### config.mk
export PLATFORM = sky130hd
export DESIGN_NAME = trap_seq
export DESIGN_NICKNAME = d
export VERILOG_FILES = /design/src/rtl/trap_seq_pkg.sv /design/src/rtl/trap_seq_detect.sv /design/src/rtl/trap_seq.sv
export SDC_FILE = /design/constraint.sdc
export NUM_CORES = 1
export LEC_CHECK = 0
export CAP_MARGIN = 0
export CORE_AREA = 8 8 117 119
export DETAILED_ROUTE_END_ITERATION = 10
export DIE_AREA = 0 0 125 127
export PLACE_DENSITY = 0.74
export SLEW_MARGIN = 0
export SYNTH_ARGS = -nofsm -noshare
export SYNTH_HDL_FRONTEND = slang
export SYNTH_SLANG_ARGS = --single-unit
### constraint.sdc
create_clock -name clk -period 3.4 [get_ports clk]
set_input_delay 0.34 -clock clk [delete_from_list [all_inputs] [get_ports clk]]
set_output_delay 0.34 -clock clk [all_outputs]
set_load 0.03 [all_outputs]
### src/rtl/trap_seq_pkg.sv
`default_nettype none
// +--------------------------------------------------------------------------+
// | trap_seq_pkg: CSR addresses, opcodes, cause codes, bit indices, states.   |
// | Rev 1.0                                                                   |
// +--------------------------------------------------------------------------+
package trap_seq_pkg;

    localparam logic [11:0] C_CSR_MSTATUS = 12'h300;
    localparam logic [11:0] C_CSR_MTVEC   = 12'h305;
    localparam logic [11:0] C_CSR_MEPC    = 12'h341;
    localparam logic [11:0] C_CSR_MCAUSE  = 12'h342;

    localparam logic [31:0] C_INSTR_ECALL  = 32'h0000_0073;
    localparam logic [31:0] C_INSTR_EBREAK = 32'h0010_0073;
    localparam logic [31:0] C_INSTR_MRET   = 32'h3020_0073;

    localparam logic [31:0] C_CAUSE_MEI    = 32'h8000_000B;
    localparam logic [31:0] C_CAUSE_MTI    = 32'h8000_0007;
    localparam logic [31:0] C_CAUSE_ECALL  = 32'd11;
    localparam logic [31:0] C_CAUSE_EBREAK = 32'd3;

    localparam int C_MSTATUS_MIE  = 3;
    localparam int C_MSTATUS_MPIE = 7;
    localparam int C_MSTATUS_MPP  = 11;
    localparam int C_MIE_MEIE     = 11;
    localparam int C_MIE_MTIE     = 7;

    localparam logic [2:0] ST_IDLE   = 3'd0;
    localparam logic [2:0] ST_EPC    = 3'd1;
    localparam logic [2:0] ST_CAUSE  = 3'd2;
    localparam logic [2:0] ST_STATUS = 3'd3;
    localparam logic [2:0] ST_REDIR  = 3'd4;
    localparam logic [2:0] ST_MSTAT  = 3'd5;
    localparam logic [2:0] ST_MREDIR = 3'd6;

endpackage
`default_nettype wire

### src/rtl/trap_seq_detect.sv
`default_nettype none
// +--------------------------------------------------------------------------+
// | trap_seq_detect: prioritised trap/MRET decode at the commit boundary.     |
// | Rev 1.0                                                                   |
// +--------------------------------------------------------------------------+
module trap_seq_detect
    import trap_seq_pkg::*;
(
    input  logic [31:0] i_instr,
    input  logic        i_irq_ext,
    input  logic        i_irq_timer,
    input  logic [31:0] i_mstatus,
    input  logic [31:0] i_mie,
    output logic        o_take,
    output logic        o_is_mret,
    output logic [31:0] o_cause
);

    logic w_mei;
    logic w_mti;
    logic w_unused;

    assign w_mei = i_irq_ext   & i_mie[C_MIE_MEIE] & i_mstatus[C_MSTATUS_MIE];
    assign w_mti = i_irq_timer & i_mie[C_MIE_MTIE] & i_mstatus[C_MSTATUS_MIE];
    assign w_unused = ^{i_mstatus[31:4], i_mstatus[2:0], i_mie[31:12], i_mie[10:8], i_mie[6:0]};

    always_comb begin
        o_take    = 1'b0;
        o_is_mret = 1'b0;
        o_cause   = '0;
        if (w_mei) begin
            o_take  = 1'b1;
            o_cause = C_CAUSE_MEI;
        end else if (w_mti) begin
            o_take  = 1'b1;
            o_cause = C_CAUSE_MTI;
        end else if (i_instr == C_INSTR_ECALL) begin
            o_take  = 1'b1;
            o_cause = C_CAUSE_ECALL;
        end else if (i_instr == C_INSTR_EBREAK) begin
            o_take  = 1'b1;
            o_cause = C_CAUSE_EBREAK;
        end else if (i_instr == C_INSTR_MRET) begin
            o_is_mret = 1'b1;
        end
    end

endmodule
`default_nettype wire

### src/rtl/trap_seq.sv
`default_nettype none
// +--------------------------------------------------------------------------+
// | trap_seq: M-mode trap/MRET sequencer, CSR write-port arbiter, PC redirect.|
// | Rev 1.0                                                                   |
// +--------------------------------------------------------------------------+
module trap_seq
    import trap_seq_pkg::*;
#(
    parameter int XLEN   = 32,
    parameter int CSR_AW = 12
) (
    input  logic              clk,
    input  logic              rstn,
    input  logic              instr_valid,
    input  logic [31:0]       instr,
    input  logic [XLEN-1:0]   pc,
    input  logic              irq_ext,
    input  logic              irq_timer,
    input  logic [XLEN-1:0]   csr_mstatus,
    input  logic [XLEN-1:0]   csr_mie,
    input  logic [XLEN-1:0]   csr_mtvec,
    input  logic [XLEN-1:0]   csr_mepc,
    input  logic              core_csr_we,
    input  logic [CSR_AW-1:0] core_csr_addr,
    input  logic [XLEN-1:0]   core_csr_wdata,
    output logic              csr_we,
    output logic [CSR_AW-1:0] csr_addr,
    output logic [XLEN-1:0]   csr_wdata,
    output logic              stall,
    output logic              squash,
    output logic              pc_redirect,
    output logic [XLEN-1:0]   pc_target
);

    logic [2:0]        r_state;
    logic [XLEN-1:0]   r_pc_lat;
    logic [XLEN-1:0]   r_cause_lat;

    logic              w_take;
    logic              w_is_mret;
    logic [31:0]       w_cause;
    logic              w_trig;
    logic [2:0]        w_next;
    logic              w_we;
    logic [CSR_AW-1:0] w_addr;
    logic [XLEN-1:0]   w_wdata;
    logic              w_stall;
    logic              w_squash;
    logic              w_redir;
    logic [XLEN-1:0]   w_target;
    logic [XLEN-1:0]   w_mstatus_trap;
    logic [XLEN-1:0]   w_mstatus_ret;
    logic              w_unused;

    trap_seq_detect u_detect (
        .i_instr     (instr),
        .i_irq_ext   (irq_ext),
        .i_irq_timer (irq_timer),
        .i_mstatus   (csr_mstatus),
        .i_mie       (csr_mie),
        .o_take      (w_take),
        .o_is_mret   (w_is_mret),
        .o_cause     (w_cause)
    );

    assign w_trig   = instr_valid & (w_take | w_is_mret);
    assign w_unused = ^csr_mtvec[1:0];

    // Read-modify-write of the live mstatus value seen in the write cycle
    always_comb begin
        w_mstatus_trap                                      = csr_mstatus;
        w_mstatus_trap[C_MSTATUS_MPIE]                      = csr_mstatus[C_MSTATUS_MIE];
        w_mstatus_trap[C_MSTATUS_MIE]                       = 1'b0;
        w_mstatus_trap[C_MSTATUS_MPP+1:C_MSTATUS_MPP]       = 2'b11;
        w_mstatus_ret                                       = csr_mstatus;
        w_mstatus_ret[C_MSTATUS_MIE]                        = csr_mstatus[C_MSTATUS_MPIE];
        w_mstatus_ret[C_MSTATUS_MPIE]                       = 1'b1;
        w_mstatus_ret[C_MSTATUS_MPP+1:C_MSTATUS_MPP]        = 2'b11;
    end

    always_comb begin
        w_next   = r_state;
        w_we     = 1'b0;
        w_addr   = '0;
        w_wdata  = '0;
        w_stall  = 1'b0;
        w_squash = 1'b0;
        w_redir  = 1'b0;
        w_target = '0;
        case (r_state)
            ST_IDLE: begin
                if (w_trig) begin
                    w_stall  = 1'b1;
                    w_squash = 1'b1;
                    w_next   = w_take ? ST_EPC : ST_MSTAT;
                end else if (core_csr_we) begin
                    w_we    = 1'b1;
                    w_addr  = core_csr_addr;
                    w_wdata = core_csr_wdata;
                end
            end
            ST_EPC: begin
                w_we    = 1'b1;
                w_addr  = C_CSR_MEPC;
                w_wdata = r_pc_lat;
                w_stall = 1'b1;
                w_next  = ST_CAUSE;
            end
            ST_CAUSE: begin
                w_we    = 1'b1;
                w_addr  = C_CSR_MCAUSE;
                w_wdata = r_cause_lat;
                w_stall = 1'b1;
                w_next  = ST_STATUS;
            end
            ST_STATUS: begin
                w_we    = 1'b1;
                w_addr  = C_CSR_MSTATUS;
                w_wdata = w_mstatus_trap;
                w_stall = 1'b1;
                w_next  = ST_REDIR;
            end
            ST_REDIR: begin
                w_redir  = 1'b1;
                w_target = {csr_mtvec[XLEN-1:2], 2'b00};
                w_next   = ST_IDLE;
            end
            ST_MSTAT: begin
                w_we    = 1'b1;
                w_addr  = C_CSR_MSTATUS;
                w_wdata = w_mstatus_ret;
                w_stall = 1'b1;
                w_next  = ST_MREDIR;
            end
            ST_MREDIR: begin
                w_redir  = 1'b1;
                w_target = csr_mepc;
                w_next   = ST_IDLE;
            end
            default: w_next = ST_IDLE;
        endcase
    end

    always_ff @(posedge clk) begin
        if (!rstn) begin
            r_state     <= ST_IDLE;
            r_pc_lat    <= '0;
            r_cause_lat <= '0;
        end else begin
            r_state <= w_next;
            if (r_state == ST_IDLE && w_trig) begin
                r_pc_lat    <= pc;
                r_cause_lat <= w_take ? w_cause : '0;
            end
        end
    end

    // Outputs are forced quiet while reset is asserted
    assign csr_we      = rstn & w_we;
    assign csr_addr    = rstn ? w_addr   : '0;
    assign csr_wdata   = rstn ? w_wdata  : '0;
    assign stall       = rstn & w_stall;
    assign squash      = rstn & w_squash;
    assign pc_redirect = rstn & w_redir;
    assign pc_target   = rstn ? w_target : '0;

endmodule
`default_nettype wire
==> flow_summary.yaml <==
outcome:
  outcome: "completed"
yosys:
  syn_inst: 405
  syn_avg_cell_area_um2: 7.45
  synthXorXnorAreaFrac_pct: 0
  synth_cell_type_count: 39
  synthMuxAreaShare_pct: 12.1
  synth-main-ff-cell: "dfxtp_1"
  synth_top_family_by_area: "compound AO/OA/AOI/OAI gates"
  syn_area_mm2: 0.00302
  yosysWarnings: 0
  ys_seq_area_share_pct: 25.9
  synth-edff-count: 0
  synth_nets: 647
  synth-async-reset-ratio_pct: 0
  synth_simple_gate_area_share_pct: 23.8
  yosys_register_bits: 39
  synthAdderAreaFrac_pct: 0
  synth-compound-area-share_pct: 31.9
timing:
  setup_violations: 0
  max_slew_margin_pct: 59.1
  worst_pin_slew_ns: 0.614
  finalCriticalPeriod_ns: 3.20
  fin_crit_sh_pct: 94.2
  finalHoldViolCount: 0
  finalMaxSlewViolations: 0
  fmax_mhz: 312
  rsz0062_at_grt: "false"
  fin_skew_ns: 0.00772
placed_design:
  gp_congestion: 0.779
  place_inst: 818
  io_buffers: 287
  dp_hpwl_um: 12600
power_and_ir_drop:
  p_leak_nw: 2.18
  combPwrFrac_pct: 37.8
  pwr-share-seq_pct: 28.9
  swShare_pct: 29.1
  power.switching_uw: 493
  finalPower_mw: 1.70
  max-vdd-ir-drop_mv: 0.304
  clkPwrFrac_pct: 33.3
  powerDensity_mw_per_mm2: 274
  p_int_mw: 1.20
cts:
  clk_pin_slew_ns: 0.06
  cts-root-buf: "clkbuf_16"
  holdBufCountCts: 0
  cts_num_sinks: 39
  cts_tree: "done"
  clockBufferDepth: 2
  h-tree-depth: 2
  clk_latency_ns: 0.28
  cts_resized: 0
  cts_made_buffers: 5
  post-cts-setup-buffer-count: 2
grt:
  grt_pass1_wl_um: 23500
  grt_pass1_vias: 4342
  grt_antenna_before_repair: 0
  grt_usage_pct: 18.1
  overflow: 0
  grt_max_degree: 63
floorplanning:
  core.rowCount: 40
  dieArea_mm2: 0.0159
  start_util_pct: 25.5
  core_mm2: 0.0118
  die_w_um: 125
  die_h_um: 127
  num_io_pins: 322
setup_path:
  cp.arrival_ns: 2.86
  cp_data_required_time_ns: 3.06
  start_kind: "input pin"
  crit_type: "in2out"
  end_kind: "output pin"
  cp_max_fo: 5
drt:
  vias_per_cell: 4.99
  vias: 4132
  route.detailed.drc: 0
  wirelength_um: 15300
  dr.pass1.iters: 6
  wl_per_cell_um: 18.5
  drt_iter0_markers: 206
  ant_nets: 0
cells_and_area:
  fillers: 1100
  synthToLayoutAreaGrowth_pct: 105
  post-route-util_pct: 52.3
  final_cells: 828
  layout.nets: 922
  register_area_um2: 781
  diodes: 0
  drive_above_1_share_pct: 10.1
  multi_input_area_mm2: 0.00207
worst_hold_path:
  hold_class: "in2reg"
run:
  drv_cap: 0
==> layer usage <==
metal / vias to the layer above / routed length, µm / track usage [%]
li1: 2031 / - / -
met3: 13 / 1380 / 6.28
met1: 1903 / 5840 / 19.0
met5: - / 0 / 0
met4: 0 / 174 / 3.22
met2: 185 / 7910 / 34.4
==> critical path, cell delays in order <==
cell	delay, ns
clkdlybuf4s50_1	0.45
nor4bb_1	0.25
nand4_1	0.25
o31ai_4	0.44
a211oi_4	0.12
buf_4	0.18
a22o_1	0.22
clkdlybuf4s50_1	0.60
==> sequential cells by signal (all words and copies together) (netlist names) <==
signal and cells:
r_state 3, r_cause_lat 4, r_pc_lat 32
==> worst paths after layout <==
path	start	end	slack, ns	cells past startpoint
setup / recovery	instr[5]	csr_wdata[1]	0.20	8
hold / removal	rstn	r_pc_lat[24]	0.44	3
setup reg to reg	r_state[1]	r_pc_lat[22]	1.33	6
hold reg to reg	r_pc_lat[1]	r_pc_lat[1]	0.46	2
==> cell families after synthesis <==
| logic type | after synthesis |
|---|---|
| and+or+nand+nor | 162 |
| muxes | 36 |
| DFF | 39 |
| buffers and inverters | 42 |
| AOI/OAI and AO/OA | 126 |
==> power groups by stage <==
stage	sequential (mW)	clock [mW]	combinational (mW)
after CTS	0.489	0.581	0.644
after global placement	0.499	0	0.623
final	0.490	0.565	0.640
after global routing	0.492	0.596	0.685
after detailed placement	0.500	0	0.635
after floorplan	0.495	0	0.271
==> layout make-up <==
class / count / area share [%]
timing repair buffer: 306 / 47.8
inverter: 4 / 0.243
clock inverter: 2 / 0.628
clock buffer: 6 / 2.25
tap: 147 / 2.98
multi-input combinational: 324 / 33.5
sequential: 39 / 12.6
==> synth_stat cells, types with 2 or more instances <==
cell | number | share of area (%)
nand2_1 | 77 | 9.6
a22oi_1 | 56 | 14
nor2_1 | 41 | 5.1
dfxtp_1 | 39 | 26
clkbuf_1 | 33 | 4.1
mux2i_1 | 32 | 11
o2bb2ai_1 | 28 | 8.1
a21oi_1 | 14 | 2.3
and2_1 | 14 | 2.9
a22o_1 | 6 | 1.7
nor3_1 | 5 | 0.83
nor4_1 | 5 | 1.0
buf_6 | 4 | 1.5
mux2_2 | 4 | 1.5
nand2b_1 | 4 | 0.83
nor2b_1 | 4 | 0.83
o21ai_0 | 4 | 0.66
a211oi_1 | 3 | 0.75
a31o_2 | 3 | 0.87
a31oi_1 | 3 | 0.62
and3_1 | 3 | 0.62
inv_1 | 3 | 0.37
nand3_1 | 3 | 0.50
or3_1 | 2 | 0.41
==> layout by cell type, fill, tap and decap left out, types with 6 or more instances in the layout <==
cell               n
a21oi_1           14
a22oi_1           56
and2_1            13
a22o_1             6
mux2i_1           32
buf_4             46
nor2_1            40
nand2_1           77
dfxtp_1           39
clkdlybuf4s50_1  258
o2bb2ai_1         28
==> per-stage QoR <==
step	TNS [ns]	cell area, µm²	setup WS, ns	hold slack, ns
finish	0	6180	0.196	0.440
global route	0	6180	0.0341	0.462
CTS	0	6180	0.185	0.438
detailed placement	-0.0645	5970	-0.0399	0.450
global placement	0	5970	0.0362	0.445
floorplan	0	3020	1.11	0.432
(Power assumes the default switching activity.)
